[config.mk]
export PLATFORM = sky130hd
export DESIGN_NAME = fei4_frame_gen_flat
export DESIGN_NICKNAME = d
export VERILOG_FILES = /design/src/rtl/fei4_pkg.sv /design/src/rtl/fei4_frame_gen_if.sv /design/src/rtl/fei4_sync_fifo.sv /design/src/rtl/fei4_frame_gen.sv /design/src/flat_wrapper.sv
export SDC_FILE = /design/constraint.sdc
export NUM_CORES = 1
export LEC_CHECK = 0
export BUFFER_PORTS_ARGS = -buffer_cell sky130_fd_sc_hd__buf_2
export CORE_MARGIN = 2
export CORE_UTILIZATION = 40
export DETAILED_ROUTE_END_ITERATION = 6
export PLACE_DENSITY = 0.63
export SLEW_MARGIN = 20
export SYNTH_ARGS = -nofsm -noshare
export SYNTH_HDL_FRONTEND = slang
export SYNTH_HIERARCHICAL = 1
export SYNTH_SLANG_ARGS = --single-unit
[constraint.sdc]
create_clock -name clock -period 13.4 [get_ports clock]
set_clock_uncertainty 0.2 [all_clocks]
set_input_delay 1.34 -clock clock [delete_from_list [all_inputs] [get_ports clock]]
set_output_delay 1.34 -clock clock [all_outputs]
set_load 0.01 [all_outputs]
[src/rtl/fei4_pkg.sv]
// Shared constants, record layouts and hit-pattern helpers for the emulated
// FE-I4 frame generator.
package fei4_pkg;

  localparam int WORD_W  = 24;
  localparam int BCID_W  = 10;
  localparam int LV1ID_W = 5;
  localparam int DROP_W  = 10;
  localparam int COL_W   = 7;
  localparam int ROW_W   = 9;
  localparam int TOT_W   = 4;
  localparam int LFSR_W  = 16;

  localparam logic [7:0] HDR_DH       = 8'hE9;
  localparam logic [7:0] HDR_AR       = 8'hEA;
  localparam logic [7:0] HDR_SR       = 8'hEF;
  localparam logic [5:0] SR_CODE_DROP = 6'd14;

  typedef enum logic [1:0] {IDLE, HEADER, HITS, SR} state_t;

  typedef struct packed {
    logic [COL_W-1:0] col;
    logic [ROW_W-1:0] row;
    logic [TOT_W-1:0] tot1;
    logic [TOT_W-1:0] tot2;
  } hit_rec_t;

  // Fibonacci form of x^16+x^14+x^13+x^11+1, shifting towards bit 0.
  function automatic logic [LFSR_W-1:0] lfsr_step(input logic [LFSR_W-1:0] s);
    return {s[0] ^ s[2] ^ s[3] ^ s[5], s[LFSR_W-1:1]};
  endfunction

  function automatic hit_rec_t hit_from_lfsr(input logic [LFSR_W-1:0] s);
    hit_rec_t r;
    r.col  = {1'b0, s[5:0]} + 7'd1;
    r.row  = {1'b0, s[15:8]} + 9'd1;
    r.tot1 = (s[3:0] == 4'hF) ? 4'hE : s[3:0];
    r.tot2 = 4'hF;
    return r;
  endfunction

endpackage

[src/rtl/fei4_frame_gen_if.sv]
// Trigger input and FIFO-style read port of the FE-I4 frame generator.
interface fei4_frame_gen_if;
  import fei4_pkg::*;

  logic                 trigger;
  logic [3:0]           hits;
  logic                 read;
  logic                 empty;
  logic [WORD_W-1:0]    data;
  logic                 busy;
  logic [LV1ID_W-1:0]   lv1id;
  logic [DROP_W-1:0]    drop_cnt;

  modport master (output trigger, hits, read,
                  input  empty, data, busy, lv1id, drop_cnt);
  modport slave  (input  trigger, hits, read,
                  output empty, data, busy, lv1id, drop_cnt);
endinterface

[src/rtl/fei4_sync_fifo.sv]
// Single-clock FIFO with registered read data and registered empty flag.
module fei4_sync_fifo #(
  parameter int AW = 5,
  parameter int DW = 24
) (
  input  logic          clock,
  input  logic          reset,
  input  logic          write,
  input  logic [DW-1:0] wdata,
  input  logic          read,
  output logic [DW-1:0] rdata,
  output logic          empty,
  output logic [AW:0]   count
);

  localparam logic [AW:0]   CNT_ONE = (AW+1)'(1);
  localparam logic [AW-1:0] PTR_ONE = AW'(1);

  logic [DW-1:0] mem [2**AW];
  logic [AW-1:0] wptr, rptr;
  logic [AW:0]   count_next;
  logic          do_read;

  assign do_read = read && !empty;

  // NOTE: every combinational output gets a default first so no path can infer a latch.
  always_comb begin
    count_next = count;
    if (write && !do_read)      count_next = count + CNT_ONE;
    else if (do_read && !write) count_next = count - CNT_ONE;
  end

  // NOTE: storage array has no reset; only pointers and flags define validity.
  always_ff @(posedge clock) begin
    if (write) mem[wptr] <= wdata;
  end

  // NOTE: state registers use non-blocking assignments so all flops update together.
  always_ff @(posedge clock) begin
    if (!reset) begin
      wptr  <= '0;
      rptr  <= '0;
      count <= '0;
      empty <= 1'b1;
      rdata <= '0;
    end else begin
      count <= count_next;
      empty <= (count_next == '0);
      if (write) wptr <= wptr + PTR_ONE;
      if (do_read) begin
        rdata <= mem[rptr];
        rptr  <= rptr + PTR_ONE;
      end
    end
  end

endmodule

[src/rtl/fei4_frame_gen.sv]
// Emulated FE-I4 data source: trigger-driven frame builder feeding a FIFO.
// Define FEI4_DROP_SR_EN to append a drop-count Service Record to frames.
module fei4_frame_gen
  import fei4_pkg::*;
#(
  parameter int              FIFO_AW   = 5,
  parameter int              MAX_HITS  = 15,
  parameter logic [15:0]     LFSR_SEED = 16'hACE1
) (
  input  logic             clock,
  input  logic             reset,
  fei4_frame_gen_if.slave  bus
);

  localparam logic [3:0] MAX_NH = (MAX_HITS > 15) ? 4'd15 : 4'(MAX_HITS);

  state_t              state, state_next, after_data;
  logic [BCID_W-1:0]   bcid, bcid_lat;
  logic [LV1ID_W-1:0]  lv1id;
  logic [DROP_W-1:0]   drop_cnt;
  logic [LFSR_W-1:0]   lfsr;
  logic [3:0]          nh_req, nh_left;
  logic [31:0]         frame_len, free_words;
  logic                sr_pend, accept;
  logic                fifo_write;
  logic [WORD_W-1:0]   fifo_wdata;
  logic [FIFO_AW:0]    fifo_count;

  assign nh_req     = (bus.hits > MAX_NH) ? MAX_NH : bus.hits;
  assign frame_len  = 32'(nh_req) + 32'd1 + 32'(sr_pend);
  assign free_words = 32'(2**FIFO_AW) - 32'(fifo_count);
  assign accept     = bus.trigger && (state == IDLE) && (free_words >= frame_len);

`ifdef FEI4_DROP_SR_EN
  logic              sr_flag;
  logic [DROP_W-1:0] drop_reported;

  assign sr_pend    = (drop_cnt != drop_reported);
  assign after_data = sr_flag ? SR : IDLE;

  always_ff @(posedge clock) begin
    if (!reset) begin
      sr_flag       <= 1'b0;
      drop_reported <= '0;
    end else begin
      if (accept)       sr_flag       <= sr_pend;
      if (state == SR)  drop_reported <= drop_cnt;
    end
  end
`else
  assign sr_pend    = 1'b0;
  assign after_data = IDLE;
`endif

  always_comb begin
    state_next = state;
    fifo_write = 1'b0;
    fifo_wdata = '0;
    case (state)
      IDLE: if (accept) state_next = HEADER;
      HEADER: begin
        fifo_write = 1'b1;
        fifo_wdata = {HDR_DH, 1'b0, lv1id, bcid_lat};
        state_next = (nh_left != 4'd0) ? HITS : after_data;
      end
      HITS: begin
        fifo_write = 1'b1;
        fifo_wdata = hit_from_lfsr(lfsr);
        if (nh_left == 4'd1) state_next = after_data;
      end
`ifdef FEI4_DROP_SR_EN
      SR: begin
        fifo_write = 1'b1;
        fifo_wdata = {HDR_SR, SR_CODE_DROP, drop_cnt};
        state_next = IDLE;
      end
`endif
      default: state_next = IDLE;
    endcase
  end

  always_ff @(posedge clock) begin
    if (!reset) begin
      state    <= IDLE;
      bcid     <= '0;
      bcid_lat <= '0;
      lv1id    <= '0;
      drop_cnt <= '0;
      lfsr     <= LFSR_SEED;
      nh_left  <= '0;
    end else begin
      state <= state_next;
      bcid  <= bcid + 10'd1;
      if (accept) begin
        nh_left  <= nh_req;
        bcid_lat <= bcid;
      end
      if (bus.trigger && !accept && (drop_cnt != '1)) drop_cnt <= drop_cnt + 10'd1;
      if (state == HEADER) lv1id <= lv1id + 5'd1;
      if (state == HITS) begin
        lfsr    <= lfsr_step(lfsr);
        nh_left <= nh_left - 4'd1;
      end
    end
  end

  fei4_sync_fifo #(.AW(FIFO_AW), .DW(WORD_W)) u_fifo (
    .clock (clock),
    .reset (reset),
    .write (fifo_write),
    .wdata (fifo_wdata),
    .read  (bus.read),
    .rdata (bus.data),
    .empty (bus.empty),
    .count (fifo_count)
  );

  assign bus.busy     = (state != IDLE);
  assign bus.lv1id    = lv1id;
  assign bus.drop_cnt = drop_cnt;

endmodule
[src/flat_wrapper.sv]
// flat-port wrapper written by rule: the top's interface ports become plain ports
module fei4_frame_gen_flat import fei4_pkg::*;
#(
  parameter int              FIFO_AW   = 5,
  parameter int              MAX_HITS  = 15,
  parameter logic [15:0]     LFSR_SEED = 16'hACE1
)
  (clock, reset, bus_trigger, bus_hits, bus_read, bus_empty, bus_data, bus_busy, bus_lv1id, bus_drop_cnt);
  fei4_frame_gen_if bus_i ();
  input  logic clock;
  input  logic reset;
  input wire logic [$bits(bus_i.trigger)-1:0] bus_trigger;
  input wire logic [$bits(bus_i.hits)-1:0] bus_hits;
  input wire logic [$bits(bus_i.read)-1:0] bus_read;
  output wire logic [$bits(bus_i.empty)-1:0] bus_empty;
  output wire logic [$bits(bus_i.data)-1:0] bus_data;
  output wire logic [$bits(bus_i.busy)-1:0] bus_busy;
  output wire logic [$bits(bus_i.lv1id)-1:0] bus_lv1id;
  output wire logic [$bits(bus_i.drop_cnt)-1:0] bus_drop_cnt;
  assign bus_i.trigger = bus_trigger;
  assign bus_i.hits = bus_hits;
  assign bus_i.read = bus_read;
  assign bus_empty = bus_i.empty;
  assign bus_data = bus_i.data;
  assign bus_busy = bus_i.busy;
  assign bus_lv1id = bus_i.lv1id;
  assign bus_drop_cnt = bus_i.drop_cnt;
  fei4_frame_gen #(.FIFO_AW(FIFO_AW), .MAX_HITS(MAX_HITS), .LFSR_SEED(LFSR_SEED)) u_core (.clock(clock), .reset(reset), .bus(bus_i));
endmodule
Word-level counts from Yosys, hierarchy flattened:

Memory sizes are Yosys's and may differ from the RTL's. A register that Yosys moved wholly into a read port is not among the register bits.
Cells that the tools add are included.

* register bits after elaboration: 74
* RAM bits: 768
* input port bits: 8
* word-level logic and storage cells: 69
* memories: 1

* $add $sub $neg: 12
* order comparisons: 2
* equality and inequality tests: 7
* mux-type cells: 14
* bitwise logic cells: 3
* reductions and logical operators: 19

Memories
* u_core.u_fifo.mem: words 32, width 24, read ports 1, clocked after Yosys merged registers in 1, write ports 1, line fei4_sync_fifo.sv:19 `logic [DW-1:0] mem [2**AW];`

Operator list (number)
* $pmux 24 s2: 1
* $ge 32x32->1: 1
* $add 10x1->10 const B: 2
* $mux 4: 4
* $add 5x1->5 const B: 3
* $mux 6: 2
* $ne 10x10->1 const B: 1
* $add 8x1->9 const B: 1
* $add 6x1->7 const B: 1
* $logic_and 1x1->1: 7
* $sub 6x6->7 const A: 1
* $add 6x1->6 const B: 1
* $logic_not 6->1: 1
* $mux 2: 3
* $pmux 2 s3: 1
* $sub 6x1->6 const B: 1
* $add 4x1->5 const B: 1
* $logic_not 1->1: 5
* $eq 4x1->1 const B: 1
* $eq 4x4->1 const B: 1
* $gt 4x4->1 const B: 1
* $ne 2x1->1 const B: 2
* $reduce_bool 2->1: 2
* $reduce_bool 4->1: 1
* 8 further kinds: 12

Depth between registers and ports, before layout:

* depth in word-level cells: 8
* mapped depth: 12

Modules after synthesis:

The synthesis kept the hierarchy.

By module, submodules not included
* fei4_sync_fifo: times used 1, cells an instance 1462, area an instance 30894.6 µm², seq. area each 23882.9 µm²
* fei4_frame_gen: times used 1, cells an instance 373, area an instance 3161.8 µm², seq. area each 1141.1 µm²

Worst setup path before layout:

OpenSTA, ideal clock, no wires.

* path type: flip-flop to flip-flop
* start point: reg u_core.state[0]
* end point: mem u_core.u_fifo.mem[3][0], enable pin
* arrival time: 3.830 ns
* data required time: 12.734 ns
* path slack: 8.904 ns
* cell stages (with the launch flop): 7
* buffers on the path: 2
* period minus slack after synthesis: 4.496 ns
* path through: dfxtp_1 > inv_1 > ha_1 > clkbuf_1 > clkbuf_1 > nand2_1 > nor4_1

* word-level cells in the longest chain between the ends: 5
* elaborated cells on any way between the ends: 6

Ends and longest elaborated chain
* from (decl): line fei4_frame_gen.sv:17 `state_t state, state_next, after_data;`
* from (signal assigned): line fei4_frame_gen.sv:92 `state <= state_next;`
* $eq 2x2->1 or $eq 2x1->1 (tied branches): line fei4_frame_gen.sv:59 `case (state)`
* $reduce_or 2->1 (no line) (*)
* $mux 1 (*): line fei4_frame_gen.sv:59
* via u_core.fifo_write: line fei4_frame_gen.sv:25 `logic fifo_write;`
* $mux 1 (*): line fei4_sync_fifo.sv:35 `if (write) mem[wptr] <= wdata;`
* $mux 1 (implied by the code) (*): line fei4_sync_fifo.sv:35
* to (decl): line fei4_sync_fifo.sv:19

Mark *: on every way through the listed nets, which the timed path passes. The rest lies on a longest branch.

==> impl_results.md <==
* Wire length of the first global-routing pass at 119000 µm
* Via count of the first global-routing pass at 17982
* Setup repair after global routing missed its margin: false
* Largest family of logic cells by synthesized area: multiplexers
* Worst vdd rail ir drop at 0.137 mV
* Path class of the lowest-slack min-delay path: flip-flop to flip-flop
* Proportion of synthesized area in mux cells at 0.131
* Number of I/O port buffers at 48
* Footprint of the flip-flops and latches at 0.0250 mm²
* Vias at 17731
* Reported max-cap violation count at 0
* Fraction of the mapped netlist area in compound gates at 0.0605
* Leakage dissipation at 0.0121 µW
* Max clock buf depth at 3
* Area of combinational cells with multiple inputs at 0.00866 mm²
* WP data arrival at 4.62 ns
* Slew at the pin with the worst max-slew slack at 1.13 ns
* Worst path slowest cell: buf_4
* Final #Nets at 1954
* Crit share post-route at 0.319
* Critical path capture point type: flip-flop
* Post-layout min period at 4.28 ns
* Number of distinct library cell variants in the gate-level netlist after synthesis at 61
* Synth Area in Simple Gates at 0.0342
* Adder-cell share of the synthesized area at 0.00918
* GRT overflow at 0
* Number of pins with negative max-slew slack in the final report at 0
* IO Pins at 49
* Pin count of the biggest net entering global routing at 117
* Most instantiated flip-flop cell in the synthesis netlist: edfxtp_1
* Buffers inserted during post-CTS setup optimization at 0
* XOR/XNOR Fraction of Synth Area at 0.0116
* Worst path most repeated cell: buf_4
* Final ANT Viol Nets at 0
* Number of DRC violations after detailed-routing iteration 0 at 1640
* Clock latency of the later-clocked register in the worst-skew pair at 0.64 ns
* Die Span Y at 296 µm
* Post-route cell area at 0.0388 mm²
* Combined buffer and inverter count along the critical path at 2
* Run status: finished clean
* Initial core utilization at 0.402
* DIE AREA at 0.0875 mm²
* CTS root buf: clkbuf_16
* Warning count from the yosys run at 6
* Final-report hold violation count at 0
* Number of enable flip-flop cells after synthesis at 768
* CTS tree: yes
* Part of the Yosys area used for sequential elements at 0.735
* Power density relative to cell area at 170 mW/mm²
* Overall routing resource usage at 0.186
* Area of placed instances at 0.0359 mm²
* Cell-by-cell trace of the critical path: buf_4, buf_4, mux4_2, a2111oi_2, a21oi_1, a22o_1
* Clock-pin slew on the worst setup and hold paths at 0.06 ns
* GPL Wtd Cong at 0.783
* Via-per-instance ratio at 5.65
* Final core area utilization at 0.458
* Final setup violating endpoints at 0
* Path type of the worst setup path: flip-flop to flip-flop
* Final WL at 80500 µm
* Number of hold buffers added after cts at 0
* Post-cts gate resize count at 0
* Post-synthesis instance area at 0.0341 mm²
* Core outline area at 0.0847 mm²
* Final-layout setup total negative slack at 0 ns
* Share of final-layout standard cells stronger than drive strength 1 at 0.241
* Initial antenna violation count at 5
* # fillers at 7059
* Total placed cells including tap cells at 2976
* Synthesis-stage register bit count at 866
* Crit-path max cell delay at 0.87 ns
* DRC violation count after routing at 0
* Gate Count Post-Synth at 1835
* Net Count, Synth at 1868
* Layout area overhead at 13.9%
* Rows at 107
* Mean post-synth cell area at 18.6 µm²
* Maximum level of the CTS H-tree at 3
* Final HPWL DP at 44200 µm
* Final hold slack at 0.264 ns
* Largest delay share family, worst path: buffers and inverters
* CP Data Required Time at 13.74 ns
* Number of detailed-route iterations in the first pass at 6
* CTS Sinks at 866
* Worst-path fanout max at 53
* Worst slew margin relative to its limit at 0.244
* Number of antenna cells inserted at 0
* Overall die width at 296 µm
* Startpoint class of the critical path: flip-flop
* Drt wl/cell at 25.6 µm
* Share of synthesized registers carrying an async set or reset at 0
* Non-filler instance count after layout at 3139
* Maximum operating frequency at 234 MHz
* Number of CTS-inserted buffers at 87
==> cell families (layout without fill, tap and decap cells) <==
group,count (synthesis),in the layout
muxes,265,265
buffers and inverters,134,294
and+or+nand+nor,235,235
AOI/OAI and AO/OA,265,265
adders and majority gates,25,25
DFF,866,866
xor gates and xnor gates,45,45
==> report_power, final <==
part           total (µW)  leakage (µW)  internal [µW]  switching [µW]
sequential           3140       0.00772           3050            88.3
clock                2410       0.00139           1380            1030
combinational        1050       0.00300            455             599
total                6610        0.0121           4890            1710
==> routing by layer <==
layer  global-route usage  vias up  part of all wire  wire, µm
met3               0.0395      129             0.078      6300
li1                     -     7610                 -         -
met5                    0        -           0.00047        38
met1                0.259     9348              0.42     34100
met2                0.292      638              0.47     37800
met4               0.0612        6             0.027      2180
==> stage by stage <==
| step | power, µW | setup WS, ns |
|---|---|---|
| after CTS | 6640 | 8.99 |
| after floorplan | 3950 | 8.90 |
| final | 6610 | 9.12 |
| after global routing | 6850 | 8.75 |
| after global placement | 4220 | 8.93 |
| after detailed placement | 4250 | 8.99 |
==> cells in the final DEF, fill, tap and decap left out, types with 25 or more instances in the layout <==
cell / synthesis / routed
a21oi_1: 71 / 70
clkbuf_1: 67 / 32
a22oi_1: 30 / 30
dfxtp_1: 98 / 94
nand2_1: 48 / 48
o221ai_1: 25 / 25
mux4_2: 145 / 145
buf_2: 20 / 48
clkbuf_16: 0 / 88
a22o_1: 46 / 46
mux2i_1: 119 / 119
xnor2_1: 27 / 27
nor2_1: 67 / 45
buf_4: 10 / 62
edfxtp_1: 768 / 768
==> worst paths after layout <==
kind / slack (ns) / to / depth (start not counted) / from
min reg2reg: 0.26 / u_core/bcid[0] / 1 / u_core/bcid[0]
min: 0.26 / u_core/bcid[0] / 1 / u_core/bcid[0]
max reg2reg: 9.12 / u_core/u_fifo/rdata[23] / 6 / u_core/u_fifo/rptr[0]
max: 9.12 / u_core/u_fifo/rdata[23] / 6 / u_core/u_fifo/rptr[0]
==> synth_stat cells (19+ instances only) <==
cell type  instances  area [µm²]
a21oi_1           71         355
a22o_1            46         403
mux4_2           145        3270
nand3_1           20         100
inv_1             19        71.3
o221ai_1          25         219
a2111oi_2         23         345
nor2_1            67         251
ha_1              25         313
xnor2_1           27         236
nand2_1           48         180
edfxtp_1         768       23100
nor2b_1           22         138
dfxtp_1           98        1960
buf_2             20         100
mux2i_1          119        1190
a22oi_1           30         225
clkbuf_1          67         251
o22ai_1           24         150
==> layout make-up <==
type,instances,area share
clock inverter,29,0.00903
timing repair buffer,111,0.0187
inverter,20,0.00197
multi-input combinational,835,0.223
clock buffer,134,0.0648
sequential,866,0.645
tap,1144,0.0369
==> flip-flops by register name, indices dropped and copies added (netlist names) <==
register,count
u_core/bcid,10
u_core/bcid_lat,10
u_core/bus.drop_cnt,10
u_core/bus.lv1id,5
u_core/lfsr,16
u_core/nh_left,4
u_core/state,2
u_core/u_fifo/count,6
u_core/u_fifo/empty,1
u_core/u_fifo/mem,768
u_core/u_fifo/rdata,24
u_core/u_fifo/rptr,5
u_core/u_fifo/wptr,5
Note: power is estimated with default switching activity, not from simulation.
